## config.mk

```make
export PLATFORM = sky130hd
export DESIGN_NAME = apb4_master_flat
export DESIGN_NICKNAME = d
export VERILOG_FILES = /design/src/rtl/apb4_master_pkg.sv /design/src/rtl/apb4_master_if.sv /design/src/rtl/apb4_master.sv /design/src/flat_wrapper.sv
export SDC_FILE = /design/constraint.sdc
export NUM_CORES = 1
export LEC_CHECK = 0
export ABC_AREA = 1
export BUFFER_PORTS_ARGS = -buffer_cell sky130_fd_sc_hd__buf_2
export CORE_UTILIZATION = 40
export CTS_BUF_LIST = sky130_fd_sc_hd__clkbuf_8
export CTS_CLUSTER_SIZE = 24
export DETAILED_ROUTE_END_ITERATION = 10
export PLACE_DENSITY = 0.74
export RECOVER_POWER = 100
export SYNTH_ARGS = -nofsm -noshare
export SYNTH_HDL_FRONTEND = slang
export SYNTH_SLANG_ARGS = --single-unit
export TNS_END_PERCENT = 10
```

## constraint.sdc

```tcl
create_clock -name clk -period 2.6 [get_ports clk]
set_input_delay 0.52 -clock clk [delete_from_list [all_inputs] [get_ports clk]]
set_output_delay 0.52 -clock clk [all_outputs]
set_load 0.02 [all_outputs]
```

## src/rtl/apb4_master_pkg.sv

```systemverilog
// Shared types for the APB4 requester: FSM state encoding, PPROT width and
// the response record handed back to the command side.
package apb4_pkg;

    localparam int APB4_PROT_W     = 3;
    localparam int APB4_RSP_DATA_W = 32;

    typedef enum logic [1:0] {
        ST_IDLE   = 2'd0,
        ST_SETUP  = 2'd1,
        ST_ACCESS = 2'd2
    } apb4_mst_state_e;

    typedef struct packed {
        logic [APB4_RSP_DATA_W-1:0] rdata;
        logic                       err;
        logic                       timeout;
    } apb4_rsp_t;

endpackage

```

## src/rtl/apb4_master_if.sv

```systemverilog
// APB4 bus bundle shared by requesters and completers.
interface apb4_intf #(
    parameter int ADDR_WIDTH = 3,
    parameter int DATA_WIDTH = 32
);
    import apb4_pkg::*;

    logic [ADDR_WIDTH-1:0]   paddr;
    logic                    psel;
    logic                    penable;
    logic                    pwrite;
    logic [DATA_WIDTH-1:0]   pwdata;
    logic [DATA_WIDTH/8-1:0] pstrb;
    logic [APB4_PROT_W-1:0]  pprot;
    logic [DATA_WIDTH-1:0]   prdata;
    logic                    pready;
    logic                    pslverr;

    modport master (
        output paddr, psel, penable, pwrite, pwdata, pstrb, pprot,
        input  prdata, pready, pslverr
    );

    modport slave (
        input  paddr, psel, penable, pwrite, pwdata, pstrb, pprot,
        output prdata, pready, pslverr
    );

endinterface

```

## src/rtl/apb4_master.sv

```systemverilog
// APB4 requester: turns a valid/ready command into one SETUP/ACCESS transfer
// and returns a single-cycle response pulse. A PREADY-low watchdog aborts the
// transfer so a hung completer cannot stall the command side.
//
//   state     | meaning
//   ----------+-----------------------------------------------------------
//   ST_IDLE   | ready for a command; bus idle (PSEL=0)
//   ST_SETUP  | PSEL=1, PENABLE=0, captured command on the bus
//   ST_ACCESS | PSEL=1, PENABLE=1, waiting for PREADY or watchdog expiry
module apb4_master
    import apb4_pkg::*;
#(
    parameter int ADDR_WIDTH     = 3,
    parameter int DATA_WIDTH     = 32,
    parameter int TIMEOUT_CYCLES = 16
) (
    input  logic                    clk,
    input  logic                    rst,
    input  logic                    i_req_valid,
    output logic                    o_req_ready,
    input  logic                    i_req_is_wr,
    input  logic [ADDR_WIDTH-1:0]   i_req_addr,
    input  logic [DATA_WIDTH-1:0]   i_req_wdata,
    input  logic [DATA_WIDTH/8-1:0] i_req_strb,
    input  logic [APB4_PROT_W-1:0]  i_req_prot,
    output logic                    o_rsp_valid,
    output logic [DATA_WIDTH-1:0]   o_rsp_rdata,
    output logic                    o_rsp_err,
    output logic                    o_rsp_timeout,
    apb4_intf.master                m_apb
);

    // Counter is at least one bit wide so TIMEOUT_CYCLES=0 still elaborates.
    localparam int CNT_W = (TIMEOUT_CYCLES > 0) ? $clog2(TIMEOUT_CYCLES + 1) : 1;
    localparam logic [CNT_W-1:0] CNT_LAST =
        (TIMEOUT_CYCLES > 0) ? CNT_W'(TIMEOUT_CYCLES - 1) : '0;

    apb4_mst_state_e         state_q;
    logic [CNT_W-1:0]        cnt_q;
    logic [CNT_W-1:0]        cnt_d;
    logic                    cnt_at_limit;

    logic                    psel_q;
    logic                    penable_q;
    logic                    pwrite_q;
    logic [ADDR_WIDTH-1:0]   paddr_q;
    logic [DATA_WIDTH-1:0]   pwdata_q;
    logic [DATA_WIDTH/8-1:0] pstrb_q;
    logic [APB4_PROT_W-1:0]  pprot_q;

    logic                    rsp_valid_q;
    logic [DATA_WIDTH-1:0]   rsp_rdata_q;
    logic                    rsp_err_q;
    logic                    rsp_timeout_q;

    // Saturating wait-count increment and the "this low cycle is the last one" flag.
    always_comb begin
        cnt_d        = (&cnt_q) ? cnt_q : cnt_q + 1'b1;
        cnt_at_limit = (TIMEOUT_CYCLES != 0) && (cnt_q == CNT_LAST);
    end

    // Transfer FSM with registered bus and response outputs.
    always_ff @(posedge clk or posedge rst) begin
        if (rst) begin
            state_q       <= ST_IDLE;
            cnt_q         <= '0;
            psel_q        <= 1'b0;
            penable_q     <= 1'b0;
            pwrite_q      <= 1'b0;
            paddr_q       <= '0;
            pwdata_q      <= '0;
            pstrb_q       <= '0;
            pprot_q       <= '0;
            rsp_valid_q   <= 1'b0;
            rsp_rdata_q   <= '0;
            rsp_err_q     <= 1'b0;
            rsp_timeout_q <= 1'b0;
        end else begin
            rsp_valid_q   <= 1'b0;
            rsp_rdata_q   <= '0;
            rsp_err_q     <= 1'b0;
            rsp_timeout_q <= 1'b0;
            case (state_q)
                ST_IDLE: begin
                    if (i_req_valid) begin
                        paddr_q   <= i_req_addr;
                        pwrite_q  <= i_req_is_wr;
                        pwdata_q  <= i_req_wdata;
                        pstrb_q   <= i_req_is_wr ? i_req_strb : '0;
                        pprot_q   <= i_req_prot;
                        psel_q    <= 1'b1;
                        penable_q <= 1'b0;
                        cnt_q     <= '0;
                        state_q   <= ST_SETUP;
                    end
                end
                ST_SETUP: begin
                    penable_q <= 1'b1;
                    state_q   <= ST_ACCESS;
                end
                ST_ACCESS: begin
                    if (m_apb.pready) begin
                        psel_q      <= 1'b0;
                        penable_q   <= 1'b0;
                        state_q     <= ST_IDLE;
                        rsp_valid_q <= 1'b1;
                        rsp_err_q   <= m_apb.pslverr;
                        rsp_rdata_q <= pwrite_q ? '0 : m_apb.prdata;
                    end else if (cnt_at_limit) begin
                        psel_q        <= 1'b0;
                        penable_q     <= 1'b0;
                        state_q       <= ST_IDLE;
                        rsp_valid_q   <= 1'b1;
                        rsp_err_q     <= 1'b1;
                        rsp_timeout_q <= 1'b1;
                    end else begin
                        cnt_q <= cnt_d;
                    end
                end
                default: begin
                    psel_q    <= 1'b0;
                    penable_q <= 1'b0;
                    state_q   <= ST_IDLE;
                end
            endcase
        end
    end

    assign o_req_ready   = (state_q == ST_IDLE);
    assign o_rsp_valid   = rsp_valid_q;
    assign o_rsp_rdata   = rsp_rdata_q;
    assign o_rsp_err     = rsp_err_q;
    assign o_rsp_timeout = rsp_timeout_q;

    assign m_apb.paddr   = paddr_q;
    assign m_apb.psel    = psel_q;
    assign m_apb.penable = penable_q;
    assign m_apb.pwrite  = pwrite_q;
    assign m_apb.pwdata  = pwdata_q;
    assign m_apb.pstrb   = pstrb_q;
    assign m_apb.pprot   = pprot_q;

endmodule
```

## src/flat_wrapper.sv

```systemverilog
// flat-port wrapper written by rule: the top's interface ports become plain ports
module apb4_master_flat import apb4_pkg::*;
#(
    parameter int ADDR_WIDTH     = 3,
    parameter int DATA_WIDTH     = 32,
    parameter int TIMEOUT_CYCLES = 16
)
  (clk, rst, i_req_valid, o_req_ready, i_req_is_wr, i_req_addr, i_req_wdata, i_req_strb, i_req_prot, o_rsp_valid, o_rsp_rdata, o_rsp_err, o_rsp_timeout, m_apb_paddr, m_apb_psel, m_apb_penable, m_apb_pwrite, m_apb_pwdata, m_apb_pstrb, m_apb_pprot, m_apb_prdata, m_apb_pready, m_apb_pslverr);
  apb4_intf #(.ADDR_WIDTH(ADDR_WIDTH), .DATA_WIDTH(DATA_WIDTH)) m_apb_i ();
  input  logic clk;
  input  logic rst;
  input  logic i_req_valid;
  output logic o_req_ready;
  input  logic i_req_is_wr;
  input  logic [ADDR_WIDTH-1:0] i_req_addr;
  input  logic [DATA_WIDTH-1:0] i_req_wdata;
  input  logic [DATA_WIDTH/8-1:0] i_req_strb;
  input  logic [APB4_PROT_W-1:0] i_req_prot;
  output logic o_rsp_valid;
  output logic [DATA_WIDTH-1:0] o_rsp_rdata;
  output logic o_rsp_err;
  output logic o_rsp_timeout;
  output wire logic [$bits(m_apb_i.paddr)-1:0] m_apb_paddr;
  output wire logic [$bits(m_apb_i.psel)-1:0] m_apb_psel;
  output wire logic [$bits(m_apb_i.penable)-1:0] m_apb_penable;
  output wire logic [$bits(m_apb_i.pwrite)-1:0] m_apb_pwrite;
  output wire logic [$bits(m_apb_i.pwdata)-1:0] m_apb_pwdata;
  output wire logic [$bits(m_apb_i.pstrb)-1:0] m_apb_pstrb;
  output wire logic [$bits(m_apb_i.pprot)-1:0] m_apb_pprot;
  input wire logic [$bits(m_apb_i.prdata)-1:0] m_apb_prdata;
  input wire logic [$bits(m_apb_i.pready)-1:0] m_apb_pready;
  input wire logic [$bits(m_apb_i.pslverr)-1:0] m_apb_pslverr;
  assign m_apb_paddr = m_apb_i.paddr;
  assign m_apb_psel = m_apb_i.psel;
  assign m_apb_penable = m_apb_i.penable;
  assign m_apb_pwrite = m_apb_i.pwrite;
  assign m_apb_pwdata = m_apb_i.pwdata;
  assign m_apb_pstrb = m_apb_i.pstrb;
  assign m_apb_pprot = m_apb_i.pprot;
  assign m_apb_i.prdata = m_apb_prdata;
  assign m_apb_i.pready = m_apb_pready;
  assign m_apb_i.pslverr = m_apb_pslverr;
  apb4_master #(.ADDR_WIDTH(ADDR_WIDTH), .DATA_WIDTH(DATA_WIDTH), .TIMEOUT_CYCLES(TIMEOUT_CYCLES)) u_core (.clk(clk), .rst(rst), .i_req_valid(i_req_valid), .o_req_ready(o_req_ready), .i_req_is_wr(i_req_is_wr), .i_req_addr(i_req_addr), .i_req_wdata(i_req_wdata), .i_req_strb(i_req_strb), .i_req_prot(i_req_prot), .o_rsp_valid(o_rsp_valid), .o_rsp_rdata(o_rsp_rdata), .o_rsp_err(o_rsp_err), .o_rsp_timeout(o_rsp_timeout), .m_apb(m_apb_i));
endmodule
```

==> impl_metrics.tcl <==
set metrics [dict create \
    crit_path_top_delay_cell "inv_4" \
    hold_violations 0 \
    vias_per_cell 4.47 \
    worst-path-stages 4 \
    holdBufCountCts 0 \
    violations "capacitance limit, slew limit" \
    synth_edf_count 0 \
    powerDensity_mw_per_mm2 1100 \
    netlist_area_sq_mm 0.00330 \
    critPathBufInv 1 \
    cts_buffers 9 \
    drtAntennaViolNets 0 \
    crit_family "simple AND/OR/NAND/NOR gates" \
    antenna_found_initial 0 \
    yosys.area.top_type_share 0.652 \
    rsz0062_at_grt "no" \
    n_fill_cell 777 \
    cts_tree "yes" \
    cts_resized 0 \
    diodes 0 \
    max_slew_margin -0.0993 \
    cts.clk_slew.worst_paths_ns 0.08 \
    holdCritPathClass "in2reg" \
    cpPeakStageDelay_ns 0.58 \
    die_w_microns 92.9 \
    portBuffers 160 \
    tightest_slew_ns 1.64 \
    critPathLaunchType "flop" \
    dp_hpwl_microns 4970 \
    drtPass1Iterations 5 \
    fin_nets 589 \
    ys_seq_elements 86 \
    wl_microns 7130 \
    path_cells "nor2_4 -> nand2_1 -> inv_4 -> o21ai_0" \
    yosysTopAreaCell "dfrtp_1" \
    htree_levels 3 \
    drv_cap 1 \
    die_y_microns 92.9 \
    post-route-period-util 0.753 \
    coreArea_sq_mm 0.00785 \
    route.detailed.drc 0 \
    synth_area_per_cell_sq_um 9.52 \
    tns_ns 0 \
    status "finished, violations left" \
    p_leak_nw 2.25 \
    irDropWorstVdd_v 0.000612 \
    required_ns 2.81 \
    synthCells 347 \
    min_path_cells 3 \
    max_freq_ghz 0.511 \
    grt_max_degree 49 \
    post_cts_buffers 0 \
    yosys_most_used_dff "dfrtp_1" \
    skew_ns 0.0142 \
    grt_pass1_wl_microns 11500 \
    synthArstFlopShare 1.00 \
    utilization 0.541 \
    cp_max_fo 41 \
    post_route_cells_drive_above_1_share 0.196 \
    cp.arrival_ns 2.16 \
    setup_violations 0 \
    period_minus_slack_ns 1.96 \
    setup_ws_ns 0.642 \
    synthTopCellsByCount "171 x nand2_1, 86 x dfrtp_1, 40 x nor2_1, 8 x inv_1, 7 x buf_4" \
    grt_pass1_vias 2598 \
    cts_buffer_depth 2 \
    dieArea_sq_mm 0.00862 \
    synth_most_common_cell "nand2_1" \
    wl_per_cell_microns 11.7 \
    finalMaxSlewViolations 39 \
    clock_latency_ns 0.35 \
    area_delta_synth_final_pct 28.6 \
    clock-root-buffer "clkbuf_8" \
    yosysSeqAreaShare 0.652 \
    rr_worst_depth 4 \
    place_ws_ns 0.905 \
    crit_type "reg2reg" \
    seqCellArea_sq_mm 0.00215 \
    place_congestion 0.719 \
    ys_warn_count 0 \
    via_count 2735 \
    syn_nets 430 \
    multiInputGateArea_sq_um 976 \
    rows 32 \
    pin_count 161 \
    grt-ovfl-total 0 \
    cts_num_sinks 86 \
    start_util 0.421 \
    grtUsageTotal 0.173 \
    ys_types 21 \
    cp-end-kind "flop" \
    synthTopCellsByArea "dfrtp_1 65%, nand2_1 19%, nor2_1 4.5%" \
    drt-initial-drc-count 82 \
]
## metrics by stage
stage | cells | power, mW | area (sq um) | hold slack [ns]
6_report | 612 | 4.67 | 4250 | 0.370
5_1_grt | 612 | 5.02 | 4250 | 0.360
4_1_cts | 612 | 4.86 | 4360 | 0.322
3_5_place_dp | 597 | 3.84 | 4150 | 0.464
3_3_place_gp | 597 | 3.79 | 4150 | 0.456
2_1_floorplan | 347 | 3.27 | 3310 | 0.475
## layer usage
metal  routed length, microns  up-vias  part of all wire  GRT usage
met5                        0        -                 0          0
met4                      155        0             0.022     0.0923
met3                      440       11             0.062     0.0361
met2                     3420      102              0.48      0.283
met1                     3120     1260              0.44      0.214
li1                         -     1362                 -          -
## where the power goes
group / switching [mW] / internal, mW / total, mW / leakage (nW)
sequential: 0.237 / 1.74 / 1.98 / 1.12
clock: 0.435 / 0.557 / 0.993 / 0.115
combinational: 1.24 / 0.451 / 1.69 / 1.01
total: 1.92 / 2.75 / 4.67 / 2.25
## cells in the final DEF, fill, tap and decap left out, types with 2 or more instances in the layout
master	synthesis	layout
buf_2	0	79
buf_4	7	2
bufinv_16	0	2
clkbuf_1	3	81
clkbuf_8	0	10
dfrtp_1	86	86
ha_1	3	3
inv_1	8	10
nand2_1	171	173
nand3_1	6	6
nor2_1	40	40
o21ai_0	3	7
o21ai_1	5	2
## flip-flops by register name, indices dropped and copies added (netlist names)
| name | count |
|---|---|
| u_core.cnt_q | 5 |
| u_core.m_apb.paddr | 3 |
| u_core.m_apb.pprot | 3 |
| u_core.m_apb.psel | 1 |
| u_core.m_apb.pstrb | 4 |
| u_core.m_apb.pwdata | 32 |
| u_core.m_apb.pwrite | 1 |
| u_core.o_rsp_err | 1 |
| u_core.o_rsp_rdata | 32 |
| u_core.o_rsp_timeout | 1 |
| u_core.o_rsp_valid | 1 |
| u_core.state_q | 2 |
## final timing paths
check | startpoint | to | slack, ns
hold / removal | i_req_wdata[13] | u_core.m_apb.pwdata[13] | 0.37
max in group asynchronous | rst | u_core.o_rsp_rdata[19] | 1.17
setup / recovery | u_core.state_q[0] | u_core.m_apb.pwrite | 0.64
hold reg to reg | u_core.m_apb.pwdata[30] | u_core.m_apb.pwdata[30] | 0.48
setup reg to reg | u_core.state_q[0] | u_core.m_apb.pwrite | 0.64
min in group asynchronous | rst | u_core.o_rsp_rdata[4] | 0.55
## worst reg2reg max path, delay by kind of cell, from the launching register on
family / cells / cell delay, ns
DFF: 1 / 0.48
buffers and inverters: 1 / 0.58
and+or+nand+nor: 2 / 0.63
AOI/OAI and AO/OA: 1 / 0.14
## final cells by class
type	count	area share
sequential	86	0.507
tap	102	0.0301
clock buffer	10	0.0324
multi-input combinational	236	0.230
timing repair buffer	163	0.173
clock inverter	5	0.0180
inverter	10	0.00973
## logic make-up after synthesis
family                   count (synthesis)  share of synthesized area
AO/OA/AOI/OAI                           10                     0.0171
adder cells (fa/ha/maj)                  3                     0.0114
buffers and inverters                   25                     0.0485
flip-flops                              86                      0.652
AND/OR/NAND/NOR                        223                      0.271
No activity file was read; power rests on OpenSTA's default activity.
